### src/rtl/xlr8_rng_buf.sv
// xlr8_rng_buf: small byte FIFO that buffers values taken from an upstream
// LFSR and exposes them through a status/control register and a data
// register on the data-memory bus.
// Optional feature macro: XLR8_RNG_WHITEN_EN (XOR each captured byte with the
// rotated previous raw capture before storing it).
module xlr8_rng_buf #(
    parameter logic [7:0] RNG_CTRL_ADDR = 8'h00,
    parameter logic [7:0] RNG_DATA_ADDR = 8'h00,
    parameter int         DEPTH         = 4
) (
    input  logic       clk,
    input  logic       rst,
    input  logic       clken,
    input  logic [7:0] dbus_in,
    input  logic [7:0] ramadr,
    input  logic       ramre,
    input  logic       ramwe,
    input  logic       dm_sel,
    output logic [7:0] dbus_out,
    output logic       io_out_en,
    input  logic [7:0] lfsr_data,
    output logic       lfsr_step
);

    localparam int AW = $clog2(DEPTH);
    localparam int CW = AW + 1;
    localparam logic [CW-1:0] FULL_COUNT = CW'(DEPTH);

    // Fill handshake: IDLE may request a new byte, WAIT captures it next edge
    typedef enum logic {
        FILL_IDLE = 1'b0,
        FILL_WAIT = 1'b1
    } fill_state_t;

    fill_state_t   fill_state;
    logic          en;
    logic          underflow;
    logic [AW-1:0] wr_ptr;
    logic [AW-1:0] rd_ptr;
    logic [CW-1:0] count;
    logic [7:0]    mem [DEPTH];
    logic [7:0]    push_byte;

    logic ctrl_sel;
    logic data_sel;
    logic ctrl_re;
    logic ctrl_we;
    logic data_re;
    logic is_empty;
    logic is_full;
    logic push;
    logic pop;
    logic [7:0] status;

    // Only EN and the underflow clear bit of a control write carry meaning
    logic unused_dbus_bits;
    assign unused_dbus_bits = ^{dbus_in[7:4], dbus_in[2:1]};

    assign ctrl_sel = dm_sel && (ramadr == RNG_CTRL_ADDR);
    assign data_sel = dm_sel && (ramadr == RNG_DATA_ADDR);
    assign ctrl_re  = ctrl_sel && ramre;
    assign ctrl_we  = ctrl_sel && ramwe;
    assign data_re  = data_sel && ramre;

    assign is_empty = (count == '0);
    assign is_full  = (count == FULL_COUNT);

    assign lfsr_step = clken && en && (fill_state == FILL_IDLE) && (count < FULL_COUNT);
    assign push      = clken && (fill_state == FILL_WAIT);
    assign pop       = clken && data_re && !is_empty;

    assign status = {4'(count), underflow, is_full, is_empty, en};

`ifdef XLR8_RNG_WHITEN_EN
    logic [7:0] prev_raw;

    // Whitening history: remembers the last raw LFSR byte that was captured
    always_ff @(posedge clk) begin
        if (rst) begin
            prev_raw <= 8'h00;
        end else if (push) begin
            prev_raw <= lfsr_data;
        end
    end

    assign push_byte = lfsr_data ^ {prev_raw[0], prev_raw[7:1]};
`else
    assign push_byte = lfsr_data;
`endif

    // Control register, fill handshake, pointers and occupancy counter
    always_ff @(posedge clk) begin
        if (rst) begin
            en         <= 1'b0;
            underflow  <= 1'b0;
            fill_state <= FILL_IDLE;
            wr_ptr     <= '0;
            rd_ptr     <= '0;
            count      <= '0;
        end else if (clken) begin
            if (ctrl_we) begin
                en <= dbus_in[0];
            end

            if (data_re && is_empty) begin
                underflow <= 1'b1;
            end else if (ctrl_we && dbus_in[3]) begin
                underflow <= 1'b0;
            end

            case (fill_state)
                FILL_IDLE: begin
                    if (lfsr_step) begin
                        fill_state <= FILL_WAIT;
                    end
                end
                FILL_WAIT: begin
                    fill_state <= FILL_IDLE;
                end
                default: begin
                    fill_state <= FILL_IDLE;
                end
            endcase

            if (push) begin
                wr_ptr <= wr_ptr + AW'(1);
            end
            if (pop) begin
                rd_ptr <= rd_ptr + AW'(1);
            end

            case ({push, pop})
                2'b10:   count <= count + CW'(1);
                2'b01:   count <= count - CW'(1);
                default: count <= count;
            endcase
        end
    end

    // Byte storage; contents need no reset because COUNT gates every read
    always_ff @(posedge clk) begin
        if (!rst && push) begin
            mem[wr_ptr] <= push_byte;
        end
    end

    // Read mux: status has priority, an empty FIFO reads back as zero
    always_comb begin
        dbus_out  = 8'h00;
        io_out_en = ctrl_re || data_re;
        if (ctrl_sel) begin
            dbus_out = status;
        end else if (data_sel && !is_empty) begin
            dbus_out = mem[rd_ptr];
        end
    end

endmodule

### config.mk
export PLATFORM = sky130hd
export DESIGN_NAME = xlr8_rng_buf
export DESIGN_NICKNAME = d
export VERILOG_FILES = /design/src/rtl/xlr8_rng_buf.sv
export SDC_FILE = /design/constraint.sdc
export NUM_CORES = 1
export LEC_CHECK = 0
export ABC_AREA = 1
export CAP_MARGIN = 25
export CORE_MARGIN = 2
export CORE_UTILIZATION = 27
export DETAILED_ROUTE_END_ITERATION = 10
export GPL_ROUTABILITY_DRIVEN = 1
export PLACE_DENSITY = 0.77
export SETUP_SLACK_MARGIN = 0.4
export SLEW_MARGIN = 20
export SYNTH_ARGS = -nofsm -noshare
export SYNTH_HDL_FRONTEND = slang
export SYNTH_SLANG_ARGS = --single-unit
### constraint.sdc
create_clock -name clk -period 2.5 [get_ports clk]
set_input_delay 0.375 -clock clk [delete_from_list [all_inputs] [get_ports clk]]
set_output_delay 0.375 -clock clk [all_outputs]
set_load 0.01 [all_outputs]
==> impl_metrics.csv, run 1 <==
group,metric,value,unit
worst_setup_path,arrival,2.05,ns
layout,syn2layout_area_growth,78.27,%
detailed_routing,dr.pass1.iters,4,
detailed_routing,wl_per_cell,10.83,um
floorplan,die_h,43.46,um
layout,num_antenna_cells,0,
clocking,clock_sinks,6,
job,max_cap_viol_count,0,
yosys,synthFlopType,"dfxtp_1",
timing,hold_violations,0,
yosys,syn-cell-area,420.4,um^2
timing,fmax,0.5240,GHz
floorplan,fp-row-count,14,
worst_setup_path,crit_required,2.64,ns
placement,dpl.hpwl,955.4,um
clocking,clk_pin_slew,0.05,ns
clocking,ctsHoldBuffers,0,
floorplan,ioPinCount,40,
global_route,antenna_found_initial,0,
timing,finalSetupTns,0,ns
power_and_ir_drop,power.switching,46.76,uW
clocking,cts.htree.levels,1,
power_and_ir_drop,swShare,21.43,%
timing,final.min_clock_period,1.908,ns
global_route,grt_max_degree,9,
detailed_routing,ant_nets,0,
timing,fin_hold_ws,0.4623,ns
power_and_ir_drop,seqPwrFrac,44.0,%
worst_setup_path,cp_max_fo,2,
yosys,ys_async_sr_fraction,0,%
placement,numPortBuffers,24,
timing,setup_viol,0,
yosys,ys_ff_latch,6,
power_and_ir_drop,leakage,0.0003729,uW
worst_setup_path,path_class,"in2reg",
global_route,grt_pass1_vias,474,
yosys,yosys_warnings,0,
detailed_routing,vias_per_cell,4.577,
floorplan,initial_utilization,28.24,%
floorplan,dieArea,1889,um^2
yosys,synthCells,65,
floorplan,core-area,1489,um^2
yosys,synth_top_area_cell,"dfxtp_1",
detailed_routing,drt_iter0_drc,22,
power_and_ir_drop,pwr-share-clk,40.6,%
worst_hold_path,hold_class,"reg2reg",
yosys,synth_area_leaders,"dfxtp_1 (29%), nor2_1 (15%), inv_1 (8.0%), nand2_1 (8.0%), a21oi_1 (4.8%)",
clocking,clk_latency,0.24,ns
global_route,grtUsageTotal,14.05,%
timing,fin_crit_sh,76.33,%
worst_setup_path,cp-start-kind,"primary input",
power_and_ir_drop,ir_drop,187.2,uV
yosys,ys_seq_area_share,28.57,%
timing,clock_skew,0.004566,ns
clocking,ctsRootBufferMaster,"clkbuf_4",
timing,drv_slew,0,
power_and_ir_drop,p_int,171.5,uW
clocking,clockBufferDepth,2,
power_and_ir_drop,p_per_area,291.2,nW/um^2
global_route,grt_pass1_wl,1938,um
yosys,synth_top_area_share,28.57,%
yosys,synth.avg_cell_area,6.468,um^2
detailed_routing,vias,508,
yosys,ys_types,20,
clocking,cts_made_buffers,3,
timing,rsz0062_at_grt,"false",
layout,n_fill_cell,140,
floorplan,die_x,43.46,um
power_and_ir_drop,pwr-share-comb,15.5,%
worst_setup_path,end_kind,"flop",
layout,drive_above_1_share,23.16,%
outcome,status,"finished clean",
yosys,synth_fp_nets,97,
detailed_routing,drc_errors,0,
global_route,grt_overflow_total,0,
detailed_routing,routed_wl,1202,um
yosys,synth-edff-count,0,
layout,finalNetCount,129,
clocking,cts_tree,"yes",
placement,gp_congestion,0.7578,
[registers in the layout, indices dropped and copies added, names as in the netlist]
name and cells:
en 1, underflow 1, fill_state 1, count 3
[metal layers]
layer / global-route usage (%) / routed length (um) / vias to the layer above
li1: - / - / 260
met1: 14.03 / 481 / 222
met5: 0 / 0 / -
met3: 6.250 / 124 / 2
met4: 7.273 / 8 / 0
met2: 24.48 / 588 / 24
[power by group through the flow]
stage	Clock [uW]	Sequential, uW	Combinational [uW]
after floorplan	0	97.8	7.72
after global placement	0	97.8	33.7
after detailed placement	0	97.8	34.1
after CTS	92.7	95.9	31.9
after global routing	100	95.7	35.9
final	88.5	96.0	33.7
[worst paths after layout]
kind	start	endpoint	slack (ns)	cells after the start
setup / recovery	ramadr[5]	count[2]	0.59	13
setup reg to reg	count[2]	count[2]	0.76	11
hold reg to reg	underflow	underflow	0.46	2
hold / removal	underflow	underflow	0.46	2
[timing repair]
| action | CTS | global route |
|---|---|---|
| pin swaps | 11 | 12 |
| cloned | 0 | 0 |
| gates resized for setup | 21 | 12 |
| endpoints found under the setup margin | 10 | 2 |
| setup buffers | 1 | 1 |
[metrics by stage]
step,instances,worst slack [ns],util (%),total power (uW),area [um^2]
after CTS,110,0.4158,48.24,220.5,718.2
after global routing,111,0.4076,50.34,231.9,749.5
final,111,0.5917,50.34,218.2,749.5
after floorplan,65,0.5837,-,105.5,420.4
after global placement,106,0.06804,46.22,131.4,688.2
after detailed placement,106,0.03995,46.22,131.9,688.2
[layout make-up]
type	instances	area, um^2	share of cell area [%]
tap	16	20.02	2.671
multi-input combinational	46	272.8	36.39
inverter	12	45.04	6.010
timing repair buffer	28	269.0	35.89
sequential	6	120.1	16.03
clock buffer	3	22.52	3.005
[kinds of logic after synthesis]
| group | count (synthesis) | share of synthesized area [%] |
|---|---|---|
| AND/OR/NAND/NOR | 35 | 39.88 |
| buffers and inverters | 13 | 12.50 |
| AO/OA/AOI/OAI | 8 | 10.42 |
| flip-flops | 6 | 28.57 |
| adder cells (fa/ha/maj) | 2 | 7.738 |
| other | 1 | 0.8920 |
[synth_stat cells (2+ instances only)]
cell      n
a21oi_1   4
nor2_1   17
inv_2     3
o21ai_0   2
inv_1     9
nand2_1   9
dfxtp_1   6
nand3_1   2
nor4_1    2
[placed cells by master (no fill, tap or decap)]
master           count
dlymetal6s2s_1       4
a21oi_1              4
nand2_2              1
nand3_1              1
nand3b_1             1
clkdlybuf4s15_1      6
ha_2                 1
clkdlybuf4s50_1      5
a21oi_2              1
fa_2                 1
nor2_1              16
dlygate4sd2_1        9
nor2_2               2
nor4_2               1
o21ai_0              2
buf_4                4
nor4_1               1
inv_2                4
nor3_4               1
clkbuf_4             3
nand2_1              8
inv_1                8
conb_1               1
dfxtp_1              6
nand4_1              1
nor2_4               1
nand3_2              1
o21ai_2              1
[critical path, stage by stage]
cell             delay, ns
clkdlybuf4s15_1       0.17
nor2_1                0.12
nand3_2               0.13
nor3_4                0.19
nand3_1               0.08
inv_1                 0.06
ha_2                  0.16
inv_2                 0.04
fa_2                  0.35
a21oi_2               0.15
o21ai_2               0.07
nor2_1                0.09
nor2_1                0.05
Power figures use the tool's default switching activity.
==> inputs of run 2 (changes only) <==
==> constraint.sdc (replaced) <==
create_clock -name clk -period 1.95 [get_ports clk]
set_input_delay 0.2925 -clock clk [delete_from_list [all_inputs] [get_ports clk]]
set_output_delay 0.2925 -clock clk [all_outputs]
set_load 0.01 [all_outputs]
==> run 2 against run 1 <==
Sequential share of layout area is 1.7 points lower. Non-clock buffer count up 11. Sequential power grew 28%. Largest power group unchanged. Wire length grew 19%. Worst setup slack lost 0.33 ns. Sequential cell count did not move. Highest routed layer unchanged. Clock power grew 33%. Total power up 37%. Clock skew rose by 0.0023 ns. First-iteration DRC count shrank 64%.
==> impl_metrics.csv, run 2 (synthesis gave the netlist of run 1 again) <==
group,metric,value,unit
worst_setup_path,crit_family,"simple AND/OR/NAND/NOR gates",
detailed_routing,drc_errors,0,
detailed_routing,wl_per_cell,11.71,um
layout,num_antenna_cells,0,
power_and_ir_drop,power.switching,71.21,uW
layout,syn2layout_area_growth,103.0,%
floorplan,die_x,43.46,um
placement,dpl.hpwl,1026,um
worst_hold_path,hold_class,"reg2reg",
power_and_ir_drop,ir_drop,209.3,uV
clocking,clock_sinks,6,
timing,finalSetupTns,0,ns
layout,n_fill_cell,138,
clocking,cts.htree.levels,1,
power_and_ir_drop,p_per_area,350.9,nW/um^2
layout,fin_cells,122,
clocking,clk_latency,0.25,ns
global_route,grt_pass1_vias,506,
placement,gp_congestion,0.6987,
placement,dp_slack,-0.3610,ns
clocking,clk_pin_slew,0.05,ns
power_and_ir_drop,pwr-share-comb,19.6,%
worst_setup_path,crit_slowest_cell,"fa_2",
worst_setup_path,end_kind,"flop",
timing,fin_ws,0.2651,ns
timing,final.min_clock_period,1.685,ns
clocking,ctsRootBufferMaster,"clkbuf_4",
detailed_routing,dr.pass1.iters,4,
layout,multi_input_area,330.3,um^2
power_and_ir_drop,leakage,0.0003870,uW
global_route,antenna_found_initial,0,
power_and_ir_drop,p_int,228.2,uW
worst_setup_path,path_cells,"dlygate4sd2_1 -> nand2_2 -> nor3_4 -> nand3_1 -> inv_1 -> ha_2 -> inv_2 -> fa_2 -> a21oi_2 -> o21ai_2 -> nand2_1 -> nand2_1 -> nor2_1",
global_route,grt_pass1_wl,2132,um
timing,setup_viol,0,
detailed_routing,vias_per_cell,4.754,
floorplan,dieArea,1889,um^2
detailed_routing,routed_wl,1429,um
timing,drv_slew,0,
clocking,cts_tree,"yes",
layout,layout_common_cells,"buf_4 (15), buf_2 (10), nor2_1 (9)",
power_and_ir_drop,pwr-share-clk,39.3,%
timing,clock_skew,0.006891,ns
floorplan,initial_utilization,28.24,%
layout,drive_above_1_share,56.60,%
layout,largest_register_ffs,3,
detailed_routing,drt_iter0_drc,8,
worst_setup_path,path_class,"in2reg",
layout,finalNetCount,140,
global_route,grt_overflow_total,0,
detailed_routing,ant_nets,0,
detailed_routing,vias,580,
worst_setup_path,cpMostUsedCell,"nand2_1",
global_route,grt_max_degree,9,
floorplan,ioPinCount,40,
floorplan,core-area,1489,um^2
layout,final_core_util,57.31,%
layout,final_common_cell,"buf_4",
timing,fin_crit_sh,86.40,%
layout,seqCellArea,122.6,um^2
timing,rsz0062_at_grt,"true",
power_and_ir_drop,seqPwrFrac,41.1,%
timing,fin_hold_ws,0.4591,ns
worst_setup_path,critPathMaxStageDelay,0.35,ns
job,max_cap_viol_count,0,
worst_setup_path,cp_num_buf_inv,3,
floorplan,die_h,43.46,um
worst_setup_path,cp_max_fo,2,
global_route,grtUsageTotal,15.72,%
power_and_ir_drop,swShare,23.78,%
worst_setup_path,arrival,1.87,ns
placement,numPortBuffers,24,
clocking,clockBufferDepth,2,
worst_setup_path,crit_required,2.14,ns
layout,top_register,"count",
placement,post-place-cells,112,
floorplan,fp-row-count,14,
outcome,status,"finished clean",
worst_setup_path,cp-start-kind,"primary input",
timing,fmax,0.5935,GHz
clocking,cts_made_buffers,3,
timing,hold_violations,0,
==> run 2: metrics by stage <==
step / instance area, um^2 / total power [uW]
after floorplan: 457.9 / 138.6
after global placement: 770.7 / 180.6
after detailed placement: 770.7 / 181.0
after CTS: 819.5 / 298.0
after global routing: 853.3 / 314.0
final: 853.3 / 299.4
==> run 2: final cells by class <==
class,count,area share (%)
timing repair buffer,39,36.36
clock buffer,3,2.639
sequential,6,14.37
multi-input combinational,46,38.71
tap,16,2.346
inverter,12,5.572
==> run 2: worst reg2reg max path: cells and delay by family (launching register included) <==
| family | cells | cell delay (ns) |
|---|---|---|
| and+or+nand+nor | 5 | 0.36 |
| adders and majority gates | 2 | 0.51 |
| AOI/OAI and AO/OA | 2 | 0.22 |
| DFF | 1 | 0.33 |
| buffers and inverters | 3 | 0.18 |
==> run 2: routing by layer <==
| metal | up-vias | wire length [um] | share of wire [%] | track usage [%] |
|---|---|---|---|---|
| met1 | 272 | 526 | 37 | 16.45 |
| met2 | 21 | 789 | 55 | 28.96 |
| met5 | - | 0 | 0 | 0 |
| li1 | 283 | - | - | - |
| met4 | 0 | 30 | 2.1 | 9.091 |
| met3 | 4 | 83 | 5.8 | 2.917 |
==> run 2: final timing paths <==
kind / startpoint / to / slack [ns] / cells after the start
max reg2reg: count[2] / count[2] / 0.28 / 12
max: dm_sel / count[2] / 0.27 / 13
min reg2reg: underflow / underflow / 0.46 / 2
min: underflow / underflow / 0.46 / 2
==> run 2: power by group through the flow <==
stage               sequential [uW]  clock [uW]  combinational, uW
floorplan                       125           0               13.3
global placement                125           0               55.2
detailed placement              125           0               55.7
CTS                             123         121               54.1
global route                    123         129               62.5
finish                          123         118               58.7
==> run 2: what timing repair did <==
action | CTS | global route
buffers inserted | 4 | 3
pin swaps | 13 | 9
endpoints found under the setup margin | 12 | 11
resized for setup | 68 | 23
hold buffers | 0 | 0
